### config.mk
export PLATFORM = sky130hd
export DESIGN_NAME = ahb_decoder
export DESIGN_NICKNAME = d
export VERILOG_FILES = /design/src/rtl/ahb_decoder.sv
export SDC_FILE = /design/constraint.sdc
export NUM_CORES = 1
export LEC_CHECK = 0
export CORE_AREA = 2 2 67 69
export CTS_CLUSTER_DIAMETER = 150
export CTS_CLUSTER_SIZE = 24
export DETAILED_ROUTE_END_ITERATION = 10
export DIE_AREA = 0 0 69 71
export PLACE_DENSITY = 0.83
export SLEW_MARGIN = 20
export SYNTH_ARGS = -nofsm -noshare
export SYNTH_HDL_FRONTEND = slang
export SYNTH_SLANG_ARGS = --single-unit
### constraint.sdc
create_clock -name HCLK -period 3.3 [get_ports HCLK]
set_input_delay 0.66 -clock HCLK [delete_from_list [all_inputs] [get_ports HCLK]]
set_output_delay 0.66 -clock HCLK [all_outputs]
set_load 0.02 [all_outputs]
### src/rtl/ahb_decoder.sv
// ---------------------------------------------------------------------------
// ahb_decoder
// AHB address decoder with a built-in default slave. The upper address
// nibble selects one of three slaves; any other region is claimed by the
// default slave. The default slave answers every active transfer with a
// two-cycle ERROR response, records the failing address and counts errors.
//
// Ports
//   HCLK           bus clock
//   HRESET         asynchronous active-high reset
//   HADDR[31:0]    address-phase address
//   HTRANS[1:0]    transfer type (IDLE/BUSY/NONSEQ/SEQ)
//   HREADYIn       bus HREADY from the slave-to-master mux
//   HSELAHBAPB     APB bridge select (combinational)
//   HSELSSRAM      SSRAM select (combinational)
//   HSELMYIP       MYIP select (combinational)
//   HREADYDefault  default-slave HREADY (registered)
//   HRESPDefault   default-slave HRESP, 00 OKAY / 01 ERROR (registered)
//   ErrAddr[31:0]  address of the last transfer answered with ERROR
//   ErrCount[7:0]  saturating count of ERROR responses
// ---------------------------------------------------------------------------
module ahb_decoder #(
   parameter logic [3:0] SSRAM_BASE = 4'h0,
   parameter logic [3:0] MYIP_BASE  = 4'h4,
   parameter logic [3:0] APB_BASE   = 4'h8
) (
   input  logic        HCLK,
   input  logic        HRESET,
   input  logic [31:0] HADDR,
   input  logic [1:0]  HTRANS,
   input  logic        HREADYIn,
   output logic        HSELAHBAPB,
   output logic        HSELSSRAM,
   output logic        HSELMYIP,
   output logic        HREADYDefault,
   output logic [1:0]  HRESPDefault,
   output logic [31:0] ErrAddr,
   output logic [7:0]  ErrCount
);

   localparam int unsigned ADDR_W = 32;
   localparam int unsigned CNT_W  = 8;

   localparam logic [1:0] TRANS_NONSEQ = 2'b10;
   localparam logic [1:0] TRANS_SEQ    = 2'b11;
   localparam logic [1:0] RESP_OKAY    = 2'b00;
   localparam logic [1:0] RESP_ERROR   = 2'b01;

   typedef enum logic [1:0] {
      IDLE = 2'b00,
      ERR1 = 2'b01,
      ERR2 = 2'b10
   } state_t;

   state_t state;

   logic [3:0] region;
   logic       hsel_default;
   logic       trans_active;
   logic       accept;

   // Region decode; the priority chain keeps selects one-hot even if two
   // base parameters are ever configured to the same value.
   assign region = HADDR[31:28];

   always_comb begin
      HSELAHBAPB = 1'b0;
      HSELSSRAM  = 1'b0;
      HSELMYIP   = 1'b0;
      if (region == APB_BASE)
         HSELAHBAPB = 1'b1;
      else if (region == SSRAM_BASE)
         HSELSSRAM = 1'b1;
      else if (region == MYIP_BASE)
         HSELMYIP = 1'b1;
   end

   assign hsel_default = ~(HSELAHBAPB | HSELSSRAM | HSELMYIP);

   // NONSEQ or SEQ; IDLE and BUSY never start an error response.
   assign trans_active = (HTRANS == TRANS_NONSEQ) || (HTRANS == TRANS_SEQ);

   // Address phase of a default-slave transfer completes on this edge.
   assign accept = HREADYIn & hsel_default & trans_active;

   // Default-slave FSM, error capture and counter; outputs come straight
   // from flops so there is no HADDR/HTRANS -> HREADYDefault path.
   always_ff @(posedge HCLK or posedge HRESET) begin
      if (HRESET) begin
         state         <= IDLE;
         HREADYDefault <= 1'b1;
         HRESPDefault  <= RESP_OKAY;
         ErrAddr       <= '0;
         ErrCount      <= '0;
      end else begin
         case (state)
            IDLE, ERR2: begin
               if (accept) begin
                  state         <= ERR1;
                  HREADYDefault <= 1'b0;
                  HRESPDefault  <= RESP_ERROR;
                  ErrAddr       <= ADDR_W'(HADDR);
                  if (ErrCount != {CNT_W{1'b1}})
                     ErrCount <= ErrCount + CNT_W'(1);
               end else begin
                  state         <= IDLE;
                  HREADYDefault <= 1'b1;
                  HRESPDefault  <= RESP_OKAY;
               end
            end
            ERR1: begin
               // Second cycle of the ERROR response is unconditional.
               state         <= ERR2;
               HREADYDefault <= 1'b1;
               HRESPDefault  <= RESP_ERROR;
            end
            default: begin
               state         <= IDLE;
               HREADYDefault <= 1'b1;
               HRESPDefault  <= RESP_OKAY;
            end
         endcase
      end
   end

endmodule

* Yosys cells after proc, flatten, opt, wreduce, memory -nomap -nowiden
Cells that the tools add are included.
** Storage, ports and cells
- Output and inout bits :: 46
- Flip-flop bits (word level) :: 45
- Logic and storage cells :: 35
** Cells by class
- Add/sub/neg operators :: 1
- Equal/unequal tests :: 7
- Multiplexer cells :: 11
- Reduce and logical (&&, ||, !) cells :: 6
- Bitwise gates (word level) :: 5
** Operators by type and width (count)
- 1-bit 2-to-1 mux :: 9
- 8-bit by 1-bit adder with 8-bit output (second input constant) :: 1
- 8-bit inequality test (second input constant) :: 1
- 2-bit one-hot mux with 2 select lines :: 2
- 2-bit equality test (second input constant) :: 3
- 4-bit by 3-bit equality test with 1-bit output (second input constant) :: 1
- 4-bit equality test (second input constant) :: 1
- 4-bit logical NOT :: 1
- 3-bit AND reduction :: 1
- 1-bit AND :: 2
- 2-bit by 1-bit equality test with 1-bit output (second input constant) :: 1
- 2-bit logical NOT :: 1
- 1-bit bitwise OR :: 2
- 2-bit AND reduction :: 1
- 2-bit OR reduction :: 1
- 1-bit logical OR :: 1
- 1-bit NOT :: 1

* Logic depth before layout (Yosys ltp)
- Depth in word-level cells :: 10
- Depth in mapped cells :: 7
- Depth with buffers taken out :: 5

* Worst setup path before layout
Ideal clock, no wire load.
- Path type :: input port to output port
- From :: in HADDR[28]
- To :: out HSELAHBAPB
- Path slack :: 1204 ps
- Required time :: 2640 ps
- Cell stages on the path :: 1
- Arrival :: 1436 ps
- Cells stage by stage :: nor4b_1
** Between the ends
- Cells in the longest elaborated chain, start to end :: 2
** Ends and longest elaborated chain
- from (decl) :: RTL line 29 : input logic [31:0] HADDR,
- 4-bit equality test :: RTL line 70 : if (region == APB_BASE)
- 1-bit 2-to-1 mux :: RTL line 70
- to (decl) :: RTL line 32 : output logic HSELAHBAPB,
Every way passes these cells.

* Worst setup path after layout
- From :: in HADDR[30]
- To :: out HSELMYIP
** Between the ends
- Cells in the longest elaborated chain, start to end :: 4
- Elaborated cells between the ends (all ways) :: 6
** Ends and longest elaborated chain
- 4-bit by 3-bit equality test with 1-bit output :: RTL line 74 : else if (region == MYIP_BASE)
- 1-bit 2-to-1 mux :: RTL line 74
- 1-bit 2-to-1 mux :: RTL line 72 : else if (region == SSRAM_BASE)
- 1-bit 2-to-1 mux (*) :: RTL line 70
- to (decl) :: RTL line 34 : output logic HSELMYIP,
Every way passes the cells marked *; elsewhere a longest branch is shown, timed or not.

==> flow_summary_export.csv <==
group,metric,value,unit
worst_hold_path,hold_path.class,"flip-flop to flip-flop",
clock_network,cts_setup_buffers,0,
synthesis,ys_seq_area_share,61.4,%
layout,drive_gt1_share,6.95,%
power_and_ir_drop,leakagePower,1.34,nW
synthesis,synth_nets,217,
layout,final_nets,296,
routing,vias,1415,
timing,rsz0062_at_grt,"no",
floorplanning,die_x,69,um
floorplanning,dieArea,4900,um^2
synthesis,yosys_warnings,0,
run_status,status,"complete, no violations",
floorplanning,die_y,71,um
timing,maxSlewHeadroom,41.6,%
clock_network,cts_max_level,2,
clock_network,cts_buffers,5,
layout,seqCellArea,1100,um^2
synthesis,synth_area,1800,um^2
timing,fmax,358,MHz
clock_network,postCtsResizedCells,0,
routing,post_drt_wl_per_cell,12.1,um
floorplanning,io_pins,83,
routing,drc,0,
grt,track_usage,16.3,%
clock_network,cts_max_path_buffers,2,
timing,tightestPinTransition,0.875,ns
power_and_ir_drop,ir_drop,0.000428,V
floorplanning,fp-row-count,24,
floorplanning,core,4200,um^2
routing,firstDrtPassIters,4,
critical_path,critPathKind,"primary input to output port",
grt,grt_pass1_wl,6.45,mm
synthesis,yosysTopAreaCell,"dfrtp_1",
critical_path,timing.critical_path.fanout_max,5,
grt,grt_antenna_before_repair,0,
routing,drt_iter0_drc,113,
clock_network,postCtsHoldBufs,0,
timing,period_share,84.6,%
grt,gr-total-overflow,0,
layout,instances_no_fill,311,
place,hpwl,2.66,mm
timing,min_period,2.79,ns
synthesis,synth.area.top_cells,"dfrtp_1 60%, nand2_1 19%, xor2_1 2.9%",
routing,via_per_inst,4.55,
timing,setup_viol,0,
timing,slew_violations,0,
clock_network,clk_pin_slew,0.08,ns
timing,skew,0.00219,ns
clock_network,cts_tree,"built",
routing,routed_wirelength,3.75,mm
critical_path,end_kind,"output port",
place,port-buffer-count,80,
grt,grt_start_max_net_pins,45,
layout,antenna_cells,0,
synthesis,synthCells,179,
clock_network,cts_num_sinks,44,
layout,area_growth,51.3,%
synthesis,yosys_register_bits,44,
floorplanning,start_util,42.7,%
synthesis,synth_area_per_cell,10.0,um^2
power_and_ir_drop,power_density,625,nW/um^2
place,routabilityCongestion,0.715,
critical_path,startpoint_type,"primary input",
timing,hold_violations,0,
grt,first_global_vias,1402,
layout,fillers,358,
clock_network,worstSkewPairLatency,0.29,ns
critical_path,crit_arrival,2.13,ns
routing,ant_nets,0,
flow_run,drv_cap,0,
clock_network,root_buffer,"clkbuf_8",
synthesis,synth_top_area_share,59.9,%
timing,fin_tns_setup,0,ns
synthesis,yosysUniqueCellTypes,27,
critical_path,required,2.64,ns
layout,multi_input_area,612,um^2
place,dp.cells,303,
-- path summary, 6_finish.rpt --
kind                            startpoint          end  cells past startpoint  slack (ns)
worst max register to register    state[0]   ErrAddr[4]                      5        1.50
worst min register to register    state[1]     state[1]                      1        0.41
min in group asynchronous           HRESET  ErrAddr[18]                      2        0.87
max in group asynchronous           HRESET  ErrCount[7]                      2        1.88
worst max-delay path             HADDR[30]     HSELMYIP                      3        0.51
worst min-delay path              state[1]     state[1]                      1        0.41
-- layout by cell type (no fill, tap or decap), drive strengths merged --
cell type      instances
nor4b                  2
nand3                  4
o211ai                 1
ha                     1
nor2b                  1
dfstp                  1
nand2                 93
or2                    1
xnor2                  1
and3b                  1
xor2                   6
nor4                   1
nor2                   3
bufinv                 1
conb                   1
clkbuf                 7
nor3                   3
inv                    3
clkdlybuf4s50         80
nand4                  1
a211o                  1
dfrtp                 43
a22o                   2
mux2                   1
-- logic make-up (layout without fill, tap and decap cells) --
family	after synthesis	count (layout)	share of synthesized area, %
AOI/OAI and AO/OA	4	4	2.72
xor gates and xnor gates	7	7	3.41
adders and majority gates	1	1	0.696
buffers and inverters	11	91	4.60
DFF	44	44	61.4
muxes	1	1	0.835
other	1	1	0.209
and+or+nand+nor	110	110	26.2
-- power by group --
part | total, W | leakage (nW) | switching (W) | internal (W)
logic | 0.000536 | 0.725 | 0.000266 | 0.000270
registers | 0.000720 | 0.550 | 0.0000798 | 0.000641
clock network | 0.000441 | 0.0645 | 0.000174 | 0.000267
total | 0.00170 | 1.34 | 0.000520 | 0.00118
-- cells in the mapped netlist --
cell type,n
a211o_2,1
a22o_1,2
and3b_1,1
buf_4,4
buf_6,3
clkbuf_4,1
conb_1,1
dfrtp_1,43
dfstp_2,1
ha_1,1
inv_1,2
inv_2,1
mux2_4,1
nand2_1,92
nand2_4,1
nand3_1,4
nand4_2,1
nor2_1,3
nor2b_1,1
nor3_1,1
nor3_2,2
nor4_1,1
nor4b_1,2
o211ai_4,1
or2_1,1
xnor2_1,1
xor2_1,6
-- final cells by class --
class                   instances  share of cell area (%)
flip-flops and latches         44                    40.6
repair buffers                 80                    29.5
multi-input cells             124                    22.5
clock buffers                   7                    3.55
well taps                      52                    2.39
clock inverters                 1                    1.10
inverters                       3                   0.414
-- sequential cells by signal, indices dropped and copies added (netlist names) --
name and count:
state 2, ErrAddr 32, ErrCount 8, HREADYDefault 1, HRESPDefault 1
-- layer usage --
layer  GRT usage, %  routed length [um]  vias up
met1           19.6                1680      656
met5              0                   0        -
li1               -                   -      711
met4           5.45                  44        0
met3           5.27                 236        6
met2           27.8                1790       42
-- worst max-delay path, cell delays in order --
cell and delay, ns:
clkdlybuf4s50_1 0.56, nor4b_1 0.26, clkdlybuf4s50_1 0.65
-- stage by stage --
stage | area, um^2 | util [%] | power (W) | hold WS, ns | setup WS (ns)
floorplan | 1800 | - | 0.000993 | 0.385 | 1.20
global placement | 2590 | 61.6 | 0.00126 | 0.400 | 0.546
detailed placement | 2590 | 61.6 | 0.00127 | 0.404 | 0.503
CTS | 2720 | 64.6 | 0.00171 | 0.415 | 0.500
global route | 2720 | 64.6 | 0.00178 | 0.444 | 0.446
finish | 2720 | 64.6 | 0.00170 | 0.413 | 0.509
Note: power is estimated with default switching activity, not from simulation.
